File: src/rtl/fetch_unit.sv
// Instruction-fetch stage: owns the PC, addresses instMem combinationally and
// registers the returned instruction for decode behind a valid/ready handshake.
module fetch_unit #(
    parameter int                ADDR_W   = 5,
    parameter int                INST_W   = 13,
    parameter logic [ADDR_W-1:0] RESET_PC = '0
) (
    input  logic              clk,
    input  logic              rst_n,
    input  logic              start,
    input  logic              halt_req,
    input  logic              redirect_valid,
    input  logic [ADDR_W-1:0] redirect_pc,
    output logic [ADDR_W-1:0] imem_addr,
    input  logic [INST_W-1:0] imem_instr,
    output logic              if_valid,
    output logic [INST_W-1:0] if_instr,
    output logic [ADDR_W-1:0] if_pc,
    input  logic              if_ready,
    output logic              running,
    output logic              pc_wrap
);

    typedef enum logic [1:0] {
        ST_IDLE   = 2'd0,
        ST_FETCH  = 2'd1,
        ST_HALTED = 2'd2
    } state_t;

    localparam logic [ADDR_W-1:0] PC_MAX = '1;

    state_t            r_state;
    state_t            w_state_nxt;
    logic [ADDR_W-1:0] r_pc;
    logic [ADDR_W-1:0] r_if_pc;
    logic [INST_W-1:0] r_if_instr;
    logic              r_if_valid;
    logic              r_pc_wrap;

    logic              w_accept;
    logic              w_capture;
    logic              w_start_ok;
    logic              w_running;

    // NOTE: sequential state uses non-blocking assignments so every register
    // updates from the same pre-edge values regardless of process ordering.
    always_ff @(posedge clk or negedge rst_n) begin
        if (!rst_n) begin
            r_state <= ST_IDLE;
        end else begin
            r_state <= w_state_nxt;
        end
    end

    // NOTE: every combinational output is given a default first so no path
    // leaves it unassigned and no latch is inferred.
    always_comb begin
        w_state_nxt = r_state;
        case (r_state)
            ST_IDLE:   if (start)    w_state_nxt = ST_FETCH;
            ST_FETCH:  if (halt_req) w_state_nxt = ST_HALTED;
            ST_HALTED: if (start)    w_state_nxt = ST_FETCH;
            default:                 w_state_nxt = ST_IDLE;
        endcase
    end

    always_comb begin
        w_running = 1'b0;
        case (r_state)
            ST_FETCH: w_running = 1'b1;
            default:  w_running = 1'b0;
        endcase
    end

    // A fetch is captured only when fetching, not redirected or halting,
    // and the pipeline register is empty or being drained this cycle.
    assign w_accept   = !r_if_valid || if_ready;
    assign w_capture  = (r_state == ST_FETCH) && !redirect_valid && !halt_req && w_accept;
    assign w_start_ok = start && (r_state != ST_FETCH);

    always_ff @(posedge clk or negedge rst_n) begin
        if (!rst_n) begin
            r_pc <= RESET_PC;
        end else if (redirect_valid) begin
            r_pc <= redirect_pc;
        end else if (w_capture) begin
            r_pc <= r_pc + 1'b1;
        end
    end

    always_ff @(posedge clk or negedge rst_n) begin
        if (!rst_n) begin
            r_if_valid <= 1'b0;
            r_if_instr <= '0;
            r_if_pc    <= '0;
        end else if (redirect_valid) begin
            r_if_valid <= 1'b0;
        end else if (w_capture) begin
            r_if_valid <= 1'b1;
            r_if_instr <= imem_instr;
            r_if_pc    <= r_pc;
        end else if (r_if_valid && if_ready) begin
            r_if_valid <= 1'b0;
        end
    end

    // Sticky wrap flag: set by the capture at the top address, cleared by an
    // accepted start.
    always_ff @(posedge clk or negedge rst_n) begin
        if (!rst_n) begin
            r_pc_wrap <= 1'b0;
        end else if (w_capture && (r_pc == PC_MAX)) begin
            r_pc_wrap <= 1'b1;
        end else if (w_start_ok) begin
            r_pc_wrap <= 1'b0;
        end
    end

    assign imem_addr = r_pc;
    assign if_valid  = r_if_valid;
    assign if_instr  = r_if_instr;
    assign if_pc     = r_if_pc;
    assign running   = w_running;
    assign pc_wrap   = r_pc_wrap;

endmodule

File: config.mk
export PLATFORM = sky130hd
export DESIGN_NAME = fetch_unit
export DESIGN_NICKNAME = d
export VERILOG_FILES = /design/src/rtl/fetch_unit.sv
export SDC_FILE = /design/constraint.sdc
export NUM_CORES = 1
export LEC_CHECK = 0
export ABC_AREA = 1
export CAP_MARGIN = 20
export CORE_AREA = 2 2 59 61
export CTS_BUF_LIST = sky130_fd_sc_hd__clkbuf_2
export DETAILED_ROUTE_END_ITERATION = 16
export DIE_AREA = 0 0 61 63
export PLACE_DENSITY = 0.71
export SETUP_SLACK_MARGIN = 0.05
export SYNTH_ARGS = -nofsm -noshare
export SYNTH_HDL_FRONTEND = slang
export SYNTH_SLANG_ARGS = --single-unit
File: constraint.sdc
create_clock -name clk -period 1.4 [get_ports clk]
set_input_delay 0.14 -clock clk [delete_from_list [all_inputs] [get_ports clk]]
set_output_delay 0.14 -clock clk [all_outputs]
set_load 0.05 [all_outputs]
# ---- Word-level counts from Yosys, hierarchy flattened
# Index checks and enable logic that the tools add are counted.
dict set report op_classes {
  n_bitwise 1
  eq_ne 6
  n_reduce_logical 17
  mux 11
  addsub 1
}
# operator count
set ops {}
lappend ops {{$mux W5} 2}
lappend ops {{$logic_and A1 B1 Y1} 6}
lappend ops {{$mux W1} 6}
lappend ops {{$add A5 B1 Y5 const B} 1}
lappend ops {{$eq A5 B5 Y1 const B} 1}
lappend ops {{$mux W2} 2}
lappend ops {{$ne A2 B1 Y1 const B} 2}
lappend ops {{$pmux W2 S2} 1}
lappend ops {{$reduce_and A2 Y1} 2}
lappend ops {{$reduce_bool A2 Y1} 2}
lappend ops {{$logic_not A1 Y1} 3}
lappend ops {{$reduce_bool A3 Y1} 1}
lappend ops {{$eq A2 B1 Y1 const B} 1}
lappend ops {{$eq A2 B2 Y1 const B} 1}
lappend ops {{$logic_not A2 Y1} 1}
lappend ops {{$ne A2 B2 Y1 const B} 1}
lappend ops {{$reduce_or A2 Y1} 1}
lappend ops {{$logic_or A1 B1 Y1} 1}
lappend ops {{$not A1 Y1} 1}
dict set report totals {
  inputBits 24
  ff_bits 27
  word_cells 42
  output_inout_bits 26
}

# ---- Longest topological paths before layout
# Gate-level depths: netlist of run 1.
dict set report logic_depth {
  word_depth 6
  ltp_mapped 9
  mapped_depth_nobuf 8
}

# ---- Least setup slack after synthesis of run 1
# Ideal clock, no wire load.
dict set report synth_timing {
  path_kind {register to register}
  startpoint {register r_pc[0], in the netlist imem_addr[0]}
  endpoint {register r_pc[4], in the netlist imem_addr[4]}
  synth_period_minus_slack_ps 1652
  path_buffers 0
  t_arrival_ps 1525
  setup_time_ps 127
  stages_incl_launch_ff 9
  slack_ps -252
  path_cell_list {dfrtp_1 ha_1 nand2_1 nor2_1 ha_1 nand2_1 nand2_1 nand2_1 o21ai_0}
}
dict set report synth_via {
  elab_chain_len 3
}
# item line
set synth_lines {}
lappend synth_lines {{from (decl)} 34} ;# logic [ADDR_W-1:0] r_pc;
lappend synth_lines {{from (signal assigned)} 85} ;# r_pc <= redirect_pc;
lappend synth_lines {{from (signal assigned)} 87} ;# r_pc <= r_pc + 1'b1;
lappend synth_lines {{$add A5 B1 Y5} 87}
lappend synth_lines {{$mux W5} 86} ;# end else if (w_capture) begin
lappend synth_lines {{$mux W5} 84} ;# end else if (redirect_valid) begin
# Every way passes these cells. The select of a mux whose other input is x is not followed.
# A chain may end at the register's enable or synchronous reset.

# ---- Final worst setup path of run 1
# Same ends and word-level chain as after synthesis.

==> impl_metrics.tcl, run 1 <==
set metrics [dict create \
    first_global_vias 1149 \
    yosys_warnings 0 \
    power_mw 3.92 \
    fin_skew_ps 9.92 \
    fin_crit_sh 0.945 \
    rsz0062_at_grt "yes" \
    start_util 0.377 \
    antenna_found_initial 0 \
    cp-start-kind "flop" \
    drv_slew 0 \
    cts_tree "done" \
    max_freq_mhz 756 \
    holdBufCountCts 0 \
    setup_viol 0 \
    die_height_microns 63 \
    grt_max_degree 28 \
    cts_root_buf "clkbuf_2" \
    drt-vias-per-instance 4.42 \
    numCtsBuffers 3 \
    yosysTopAreaCell "dfrtp_1" \
    synthTopCellsByArea "dfrtp_1 55%, nand2_1 22%, inv_1 3.1%" \
    hold_violations 0 \
    p_per_area_mw_per_mm2 2010 \
    synthesis.nets 167 \
    htreeDepth 1 \
    vias 1100 \
    grt_usage 0.155 \
    clkLatencyLatePin_ps 330 \
    overflow 0 \
    cap_violations 0 \
    drt_iter0_drc 64 \
    ir_worst_vdd_v 0.00108 \
    syn_area_sq_mm 0.00122 \
    syn_area_per_cell_sq_um 8.65 \
    min_path_type "primary input to async pin" \
    end_kind "flop" \
    yosysTopAreaCellShare 0.554 \
    wire_per_inst_microns 11.3 \
    fillers 290 \
    syn_inst 141 \
    worstPathArrival_ps 1580 \
    gp_congestion 0.821 \
    die_w_microns 61 \
    synthDistinctLibCells 20 \
    required_ps 1650 \
    clock_path_buffers 2 \
    grt_first_pass_wirelength_microns 4680 \
    portBuffers 49 \
    area_delta_synth_final_pct 60.4 \
    status "finished, final reports clean" \
    num_io_pins 50 \
    most-common-layout-cells "68 x nand2_1, 28 x buf_4, 24 x dfrtp_1, 23 x clkdlybuf4s50_1, 11 x buf_12" \
    synth-seq-area-share 0.554 \
    hold_ws_ps 138 \
    hpwl_microns 2150 \
    nNetsFinal 230 \
    worstSetupPathType "flop to flop" \
    layout.cells.most_common "nand2_1" \
    antenna_cells 0 \
    clock-sinks 27 \
    drive_gt1_frac 0.305 \
    detail-route-antenna-nets 0 \
    dr.pass1.iters 4 \
    core_sq_mm 0.00323 \
    rows 21 \
    cts.clk_slew.worst_paths_ps 230 \
    min_period_ps 1320 \
    ys_ff_latch 27 \
    wl_microns 2810 \
    drc 0 \
    p_leak_nw 1.00 \
    cp_max_fo 2 \
    tightest_slew_ps 342 \
    die_area_sq_mm 0.00384 \
    slew_headroom 0.772 \
]
[layout make-up]
class	count	area, sq um	area share
tap	46	57.6	0.0294
clock buffer	4	20.0	0.0102
timing repair buffer	62	661	0.338
sequential	27	679	0.347
multi-input combinational	97	483	0.247
inverter	13	56.3	0.0288
[where the power goes]
part / total (mW) / switching (mW) / internal, mW
clock: 0.285 / 0.210 / 0.0755
sequential: 1.28 / 0.219 / 1.06
combinational: 2.36 / 1.48 / 0.875
[synth_stat cells]
cell      number
a21oi_1        1
buf_4          1
buf_6          1
buf_8          1
clkbuf_2       1
dfrtp_1       27
ha_1           2
inv_1         10
inv_2          2
inv_4          1
nand2_1       70
nand2_4        1
nand3_1        7
nand3_2        1
nand4_1        1
nor2_1         1
nor2_4         2
o21ai_0        6
o21ai_2        4
o31ai_1        1
[through the flow]
step / worst slack, ps / utilization / instances / area, sq um / setup TNS, ps
after detailed placement: -66.1 / 0.587 / 244 / 1900 / -996
after floorplan: -79.9 / - / 141 / 1220 / -79.9
final: 76.8 / 0.605 / 249 / 1960 / 0
after global placement: -19.9 / 0.587 / 244 / 1900 / -118
after CTS: 54.0 / 0.593 / 248 / 1920 / 0
after global routing: -30.6 / 0.605 / 249 / 1960 / -30.6
[critical path, stage by stage (launching register included)]
cell     delay, ps
dfrtp_2        480
ha_4           170
nand2_2         70
nor2_2          40
ha_1           270
nand2_1         60
nand2_1         40
nand2_1         50
o21ai_1         60
[per-layer routing]
layer | vias to the layer above | wire length (microns) | GRT usage
li1 | 562 | - | -
met1 | 502 | 1210 | 0.190
met2 | 36 | 1400 | 0.273
met3 | 0 | 202 | 0.0290
met4 | 0 | 0 | 0.0380
met5 | - | 0 | 0
[worst paths after layout]
path / start / cells after the start / slack (ps) / endpoint
max reg2reg: imem_addr[0]$_DFFE_PN0P_ / 8 / 80 / imem_addr[4]$_DFFE_PN0P_
max in group asynchronous: rst_n / 2 / 990 / imem_addr[1]$_DFFE_PN0P_
max: imem_addr[0]$_DFFE_PN0P_ / 8 / 80 / imem_addr[4]$_DFFE_PN0P_
min: rst_n / 2 / 140 / if_instr[0]$_DFFE_PN0P_
min reg2reg: if_instr[1]$_DFFE_PN0P_ / 2 / 520 / if_instr[1]$_DFFE_PN0P_
min in group clk: imem_instr[1] / 3 / 310 / if_instr[1]$_DFFE_PN0P_
[logic make-up (layout without fill, tap and decap cells)]
| group | Yosys count | after routing | synth area share |
|---|---|---|---|
| adders and majority gates | 2 | 2 | 0.0205 |
| AOI/OAI and AO/OA | 12 | 12 | 0.0636 |
| DFF | 27 | 27 | 0.554 |
| buffers and inverters | 17 | 79 | 0.0738 |
| and+or+nand+nor | 83 | 83 | 0.288 |
[repair_timing]
action | CTS | global route
endpoints found under the setup margin | 1 | 20
setup buffers | 0 | 1
resized for setup | 1 | 9
pin swaps | 0 | 1
[state kept, by name, summed over array words and instances, names as in the netlist]
register	flops
if_pc	5
if_instr	13
if_valid	1
r_state	2
pc_wrap	1
imem_addr	5
No activity file was read; power rests on OpenSTA's default activity.
==> run 2, diff against run 1 <==
Settings changed: MAX_ROUTING_LAYER from default to met4, TNS_END_PERCENT from default to 10.
==> impl_metrics.tcl, run 2 (synthesized netlist as in run 1, its figures left out) <==
set metrics [dict create \
    area_delta_synth_final_pct 61.6 \
    min_path_type "primary input to async pin" \
    reg2reg_slack_ps 90 \
    die_area_sq_mm 0.00384 \
    drt-vias-per-instance 4.54 \
    holdBufCountCts 0 \
    drt_iter0_drc 60 \
    die_w_microns 61 \
    layout_setup_ws_ps 86.6 \
    worstPathArrival_ps 1570 \
    required_ps 1660 \
    portBuffers 49 \
    core_sq_mm 0.00323 \
    worstSetupPathType "flop to flop" \
    status "finished, final reports clean" \
    stdcell_count 250 \
    worstSetupEndpoint "imem_addr[4]$_DFFE_PN0P_" \
    largest_register_ffs 13 \
    max_freq_mhz 761 \
    end_kind "flop" \
    final_area_sq_mm 0.00197 \
    antenna_cells 0 \
    cts_root_buf "clkbuf_2" \
    p_leak_nw 1.02 \
    cp_max_fo 2 \
    wl_microns 3050 \
    p_per_area_mw_per_mm2 2020 \
    drive_gt1_frac 0.299 \
    antenna_found_initial 0 \
    setup_viol 0 \
    gp_congestion 0.859 \
    min_period_ps 1310 \
    tightest_slew_ps 349 \
    fin_skew_ps 1.92 \
    most-common-layout-cells "68 x nand2_1, 27 x buf_4, 25 x dfrtp_1, 23 x clkdlybuf4s50_1, 13 x buf_12" \
    rows 21 \
    fillers 297 \
    clock_path_buffers 2 \
    dp_slack_ps -22.6 \
    slew_headroom 0.767 \
    ir_worst_vdd_v 0.000923 \
    rsz0062_at_grt "yes" \
    drv_slew 0 \
    vias 1135 \
    fin_crit_sh 0.938 \
    regToRegEndpoint "imem_addr[4]$_DFFE_PN0P_" \
    grt_usage 0.174 \
    r2r-start "imem_addr[0]$_DFFE_PN0P_" \
    detail-route-antenna-nets 0 \
    overflow 0 \
    grt_first_pass_wirelength_microns 5030 \
    hpwl_microns 2360 \
    hold_ws_ps 142 \
    wire_per_inst_microns 12.2 \
    num_io_pins 50 \
    rr_worst_depth 8 \
    hold_violations 0 \
    cts_tree "done" \
    cts.clk_slew.worst_paths_ps 230 \
    cap_violations 0 \
    start_util 0.377 \
    htreeDepth 1 \
    numCtsBuffers 3 \
    nNetsFinal 231 \
    layout.cells.most_common "nand2_1" \
    die_height_microns 63 \
    cp-startpoint "imem_addr[0]$_DFFE_PN0P_" \
    place_area_sq_mm 0.00191 \
    dr.pass1.iters 4 \
    cp-start-kind "flop" \
    clock-sinks 27 \
    placed_cells 243 \
    grt_max_degree 28 \
    clkLatencyLatePin_ps 330 \
    drc 0 \
    first_global_vias 1144 \
]
run 2: cell count changes in the layout (fill, tap and decap cells not counted), sizes merged:
cell,before,now
buf,39,40
run 2: layer usage:
layer	GRT usage	part of all wire	up-vias
met5	-	0	-
met4	0.0462	0.0092	0
met3	0.0269	0.060	4
met2	0.290	0.50	51
met1	0.216	0.43	516
li1	-	-	564
run 2: worst max-delay path, cell delays in order (launching register included):
cell and delay, ps:
dfrtp_2 480, ha_4 170, nand2_2 70, nor2_1 40, ha_1 260, nand2_1 60
nand2_1 40, nand2_1 50, o21ai_1 50
run 2: power breakdown:
part           total [mW]  switching, mW  leakage (nW)  internal [mW]
sequential           1.28          0.218         0.339           1.06
clock               0.288          0.213        0.0166         0.0755
combinational        2.42           1.50         0.663          0.920
total                3.99           1.93          1.02           2.06
run 2: final cells by class:
type / instances / area, sq um / area share
timing repair buffer: 63 / 693 / 0.352
inverter: 13 / 51.3 / 0.0260
multi-input combinational: 97 / 472 / 0.239
sequential: 27 / 678 / 0.344
tap: 46 / 57.6 / 0.0292
clock buffer: 4 / 20.0 / 0.0102
run 2: how the worst min path moves through the flow:
| stage | from | to | depth (start not counted) |
|---|---|---|---|
| floorplan | rst_n | if_instr[0]$_DFFE_PN0P_ | 0 |
| global placement | if_instr[1]$_DFFE_PN0P_ | if_instr[1]$_DFFE_PN0P_ | 2 |
| detailed placement | if_instr[0]$_DFFE_PN0P_ | if_instr[0]$_DFFE_PN0P_ | 2 |
| CTS | rst_n | if_instr[0]$_DFFE_PN0P_ | 2 |
| global route | rst_n | if_instr[0]$_DFFE_PN0P_ | 2 |
| finish | rst_n | if_instr[11]$_DFFE_PN0P_ | 2 |
run 2: through the flow:
step	utilization	TNS [ps]	total power [mW]
6_report	0.610	0	3.99
5_1_grt	0.610	0	4.20
4_1_cts	0.603	0	3.99
3_5_place_dp	0.592	-46.4	3.69
3_3_place_gp	0.592	0	3.64
2_1_floorplan	-	-79.9	2.65
run 2: timing repair:
item	CTS	global route
buffers inserted	2	1
resized for setup	1	5
setup endpoints to repair	2	4
pin swaps	1	1
==> run 3, diff against run 2 <==
Settings changed: ABC_AREA 1 to default, CELL_PAD_IN_SITES_DETAIL_PLACEMENT from default to 2, CELL_PAD_IN_SITES_GLOBAL_PLACEMENT from default to 2, CORE_AREA 2 2 59 61 to 2 2 72 74, DIE_AREA 0 0 61 63 to 0 0 74 76, PLACE_DENSITY 0.71 to 0.72.
==> impl_metrics.tcl, run 3 <==
set metrics [dict create \
    status "finished, violations left" \
    violations "setup timing" \
    grt_max_degree 28 \
    max_freq_mhz 645 \
    synth_top_family_by_area "multiplexers" \
    ys_ff_latch 27 \
    regToRegEndpoint "imem_addr[3]$_DFFE_PN0P_" \
    drv_slew 0 \
    area_delta_synth_final_pct 74.3 \
    portBuffers 49 \
    cts_tree "done" \
    setup_viol 9 \
    async_flop_share 1.00 \
    worstSetupPathType "flop to flop" \
    clock_path_buffers 2 \
    clkLatencyLatePin_ps 370 \
    yosys_warnings 0 \
    core_sq_mm 0.00491 \
    clock-sinks 27 \
    gp_congestion 0.781 \
    grt_first_pass_wirelength_microns 5820 \
    synth_compound_area_frac 0.0867 \
    htreeDepth 1 \
    layout.cells.most_common "buf_4" \
    ir_worst_vdd_v 0.000716 \
    dp_slack_ps -354 \
    hpwl_microns 2810 \
    drt_iter0_drc 52 \
    required_ps 1710 \
    synthTopCellsByArea "dfrtp_1 59%, mux2_1 8.9%, mux2_2 8.9%" \
    die_area_sq_mm 0.00562 \
    vias 996 \
    p_leak_nw 0.906 \
    synth-seq-area-share 0.593 \
    min_path_type "primary input to async pin" \
    synthDistinctLibCells 26 \
    drive_gt1_frac 0.458 \
    muxShareOfSynthArea 0.178 \
    fin_crit_sh 1.11 \
    synthesis.nets 114 \
    drt-vias-per-instance 4.43 \
    dr.pass1.iters 4 \
    syn_inst 88 \
    cp-start-kind "flop" \
    rsz0062_at_grt "yes" \
    cp_max_fo 4 \
    drc 0 \
    worstPathArrival_ps 1860 \
    num_io_pins 50 \
    hold_violations 0 \
    postCtsSetupRepairBufs 0 \
    cap_violations 0 \
    synth_edf_count 0 \
    nNetsFinal 182 \
    hold_ws_ps 117 \
    min_period_ps 1550 \
    layout_setup_ws_ps -149 \
    wire_per_inst_microns 16.3 \
    rows 26 \
    yosysTopAreaCellShare 0.593 \
    rr_worst_depth 3 \
    first_global_vias 1150 \
    numCtsBuffers 3 \
    start_util 0.232 \
    wl_microns 3670 \
    tightest_slew_ps 366 \
    ys_top_cells_by_count "27 x dfrtp_1, 9 x mux2_1, 9 x mux2_2" \
    die_w_microns 74 \
    cts_root_buf "clkbuf_2" \
    detail-route-antenna-nets 0 \
    yosysMostFrequentCell "dfrtp_1" \
    ys.flop_type "dfrtp_1" \
    p_per_area_mw_per_mm2 2020 \
    most-common-layout-cells "28 x buf_4, 24 x dfrtp_1, 23 x clkdlybuf4s50_1, 11 x buf_12" \
    end_kind "flop" \
    r2r-start "r_state[1]$_DFFE_PN0P_" \
    die_height_microns 76 \
    grt_usage 0.138 \
    cts.clk_slew.worst_paths_ps 270 \
    syn_area_sq_mm 0.00114 \
    antenna_cells 0 \
    fillers 503 \
    holdBufCountCts 0 \
    largest_register_ffs 13 \
    synth_xor_area_frac 0 \
    overflow 0 \
    fin_skew_ps 1.85 \
    reg2reg_slack_ps -150 \
    synth_adder_area_share 0.0220 \
    syn_area_per_cell_sq_um 13.0 \
    antenna_found_initial 0 \
    yosys.area_share.simple 0.0955 \
    yosysTopAreaCell "dfrtp_1" \
    slew_headroom 0.756 \
]
[run 3: changes by cell type in the layout (fill, tap and decap cells not counted), moves of 4 or more]
cell | previous run | this run
nand3_1 | 7 | 2
inv_1 | 9 | 4
nand2_1 | 68 | 3
mux2_4 | 0 | 9
mux2_2 | 0 | 9
o21ai_2 | 4 | 0
a31oi_1 | 0 | 4
[run 3: area by class of cell]
| class | count | area [sq um] | area share |
|---|---|---|---|
| timing repair buffer | 65 | 694 | 0.349 |
| clock buffer | 3 | 15.0 | 0.00756 |
| inverter | 5 | 18.8 | 0.00945 |
| tap | 70 | 87.6 | 0.0441 |
| multi-input combinational | 54 | 487 | 0.245 |
| sequential | 27 | 679 | 0.342 |
| clock inverter | 1 | 5.00 | 0.00252 |
[run 3: logic make-up (layout without fill, tap and decap cells)]
kind of cell,after synthesis,in the layout
compound gates,16,16
fa+ha+maj,2,2
buf+inv,7,74
flops,27,27
mux,18,18
simple gates,18,18
[run 3: routing by layer]
metal / up-vias / GRT usage / wire (microns)
li1: 451 / - / -
met1: 502 / 0.159 / 1470
met2: 39 / 0.243 / 1920
met3: 4 / 0.0251 / 245
met4: 0 / 0.0327 / 29
met5: - / - / 0
[run 3: critical path: stages (launching register included)]
cell,delay [ps]
dfrtp_1,480
or3b_4,410
or4_1,420
a31oi_1,190
[run 3: repair_timing]
| item | CTS | global route |
|---|---|---|
| resized for setup | 12 | 3 |
| setup endpoints to repair | 23 | 25 |
| pin swaps | 4 | 2 |
[run 3: worst max-delay path by stage]
stage,start,endpoint,slack (ps),cells past startpoint
floorplan,r_state[1]$_DFFE_PN0P_,if_instr[12]$_DFFE_PN0P_,-170,4
global placement,halt_req,imem_addr[3]$_DFFE_PN0P_,-250,4
detailed placement,halt_req,imem_addr[3]$_DFFE_PN0P_,-350,4
CTS,r_state[1]$_DFFE_PN0P_,imem_addr[3]$_DFFE_PN0P_,-130,3
global route,r_state[1]$_DFFE_PN0P_,imem_addr[0]$_DFFE_PN0P_,-220,4
finish,r_state[1]$_DFFE_PN0P_,imem_addr[3]$_DFFE_PN0P_,-150,3
[run 3: report_power, final]
group	internal (mW)	switching, mW
clock	0.0648	0.249
sequential	1.07	0.200
combinational	0.990	1.44
[run 3: stage by stage]
stage	area [sq um]	instances	util	total power [mW]	TNS (ps)
after floorplan	1160	88	-	2.62	-1750
after global routing	1990	225	0.404	4.22	-1490
after detailed placement	1910	221	0.390	3.61	-3710
after CTS	1980	225	0.402	4.04	-520
final	1990	225	0.404	4.02	-523
after global placement	1910	221	0.390	3.52	-3000
==> edit, RTL diff (settings of run 3) <==
Set the parameter `ADDR_W` to 3 (it was 5).
--- a/src/rtl/fetch_unit.sv
+++ b/src/rtl/fetch_unit.sv
@@ -2,5 +2,5 @@
 // registers the returned instruction for decode behind a valid/ready handshake.
 module fetch_unit #(
-    parameter int                ADDR_W   = 5,
+    parameter int                ADDR_W   = 3,
     parameter int                INST_W   = 13,
     parameter logic [ADDR_W-1:0] RESET_PC = '0
Ports: changed (resized if_pc, imem_addr and redirect_pc); port bits go from 50 to 44. The function was not compared with the original's and may differ.
==> edit against run 3 <==
  * The flow still finishes with violations (setup timing)
  * Routed wire length is 22% lower
  * Cell count is 15% lower
  * Sequential cell count is 4 lower
  * Critical path depth stayed put
  * Die area stayed put
  * Utilization is 6.9 points lower
  * Total power is 15% lower
  * Synthesized area is 11% lower
  * Final area is 17% lower
  * Setup slack better by 40 ps
  * Largest cell class is now flip-flops and latches
==> edit: results (changes against run 3) <==
[run_status]
status=finished with violations  ; unchanged
violations=setup timing  ; unchanged

[power_and_ir_drop]
p_seq_uw=1100  ; was 1270 uW
switchingPower_uw=1620  ; was 1890 uW
power.internal_uw=1790  ; was 2130 uW

[drt]
via_count=756  ; was 996
met2_length_um=1480  ; was 1920 um
drt_iter0_markers=20  ; was 52
wire_per_inst_um=15.0  ; was 16.3 um
wl_met1_um=1230  ; was 1470 um

[final_layout]
seq_area_sq_um=581  ; was 679 sq um
nets=146  ; was 182
multi_input_gates=41  ; was 54
drive_above_1_share_pct=53.7  ; was 45.8%
clk_share_pct=1.22  ; was 1.01%
layoutNonFillerInstCount=191  ; was 225
n_clock_buffer=4  ; was 3
buf_share_pct=30.2  ; was 34.9%

[placement]
io_buffers=43  ; was 49
place_ws_ps=-395  ; was -354 ps
place_area_sq_um=1590  ; was 1910 sq um
dpl.hpwl_um=2220  ; was 2810 um

[yosys]
seq_area_frac_synth_pct=57.0  ; was 59.3%
synth_adder_area_share_pct=2.48  ; was 2.20%
syn-num-nets=91  ; was 114
synthDistinctLibCells=22  ; was 26
synth_cells=67  ; was 88
synth_compound_gate_area_share_pct=6.44  ; was 8.67%
synth_area_leaders=dfrtp_1 57%, mux2_4 10%, mux2_2 10%, ha_1 2.5%, nor4b_4 2.4%  ; was dfrtp_1 59%, mux2_1 8.9%, mux2_2 8.9%, o21ai_0 3.1%, a31oi_1 2.2%

[sta]
setup-violations-final=17  ; was 9
finalSetupTns_ps=-1320  ; was -523 ps
setup_ws_ps=-109  ; was -149 ps
max_slew_margin_pct=78.7  ; was 75.6%

[clock_network]
path_clk_slew_ps=250  ; was 270 ps
clock_sinks=23  ; was 27

[worst_setup_path]
crit_fanout=7  ; was 4
worstReg2RegEnd=if_instr[9]$_DFFE_PN0P_  ; was imem_addr[3]$_DFFE_PN0P_

[global_routing]
grt_use_met3_pct=2.25  ; was 2.51%
grt_pass1_vias=932  ; was 1150

[edit: how the worst max path moves through the flow]
stage	start	end	slack, ps	cells after the start
2_1_floorplan	r_state[1]$_DFFE_PN0P_	if_instr[0]$_DFFE_PN0P_	-90	5
3_3_place_gp	redirect_valid	if_instr[12]$_DFFE_PN0P_	-320	4
3_5_place_dp	redirect_valid	if_instr[5]$_DFFE_PN0P_	-400	4
4_1_cts	r_state[0]$_DFFE_PN0P_	if_instr[9]$_DFFE_PN0P_	-130	3
5_1_grt	r_state[1]$_DFFE_PN0P_	if_instr[5]$_DFFE_PN0P_	-160	3
6_report	r_state[1]$_DFFE_PN0P_	if_instr[9]$_DFFE_PN0P_	-110	3
[edit: repair_timing]
item / CTS / global route
hold buffers: 0 / 0
endpoints found under the setup margin: 21 / 21
pin swaps: 2 / 3
gates cloned: 1 / 0
gates resized for setup: 3 / 5
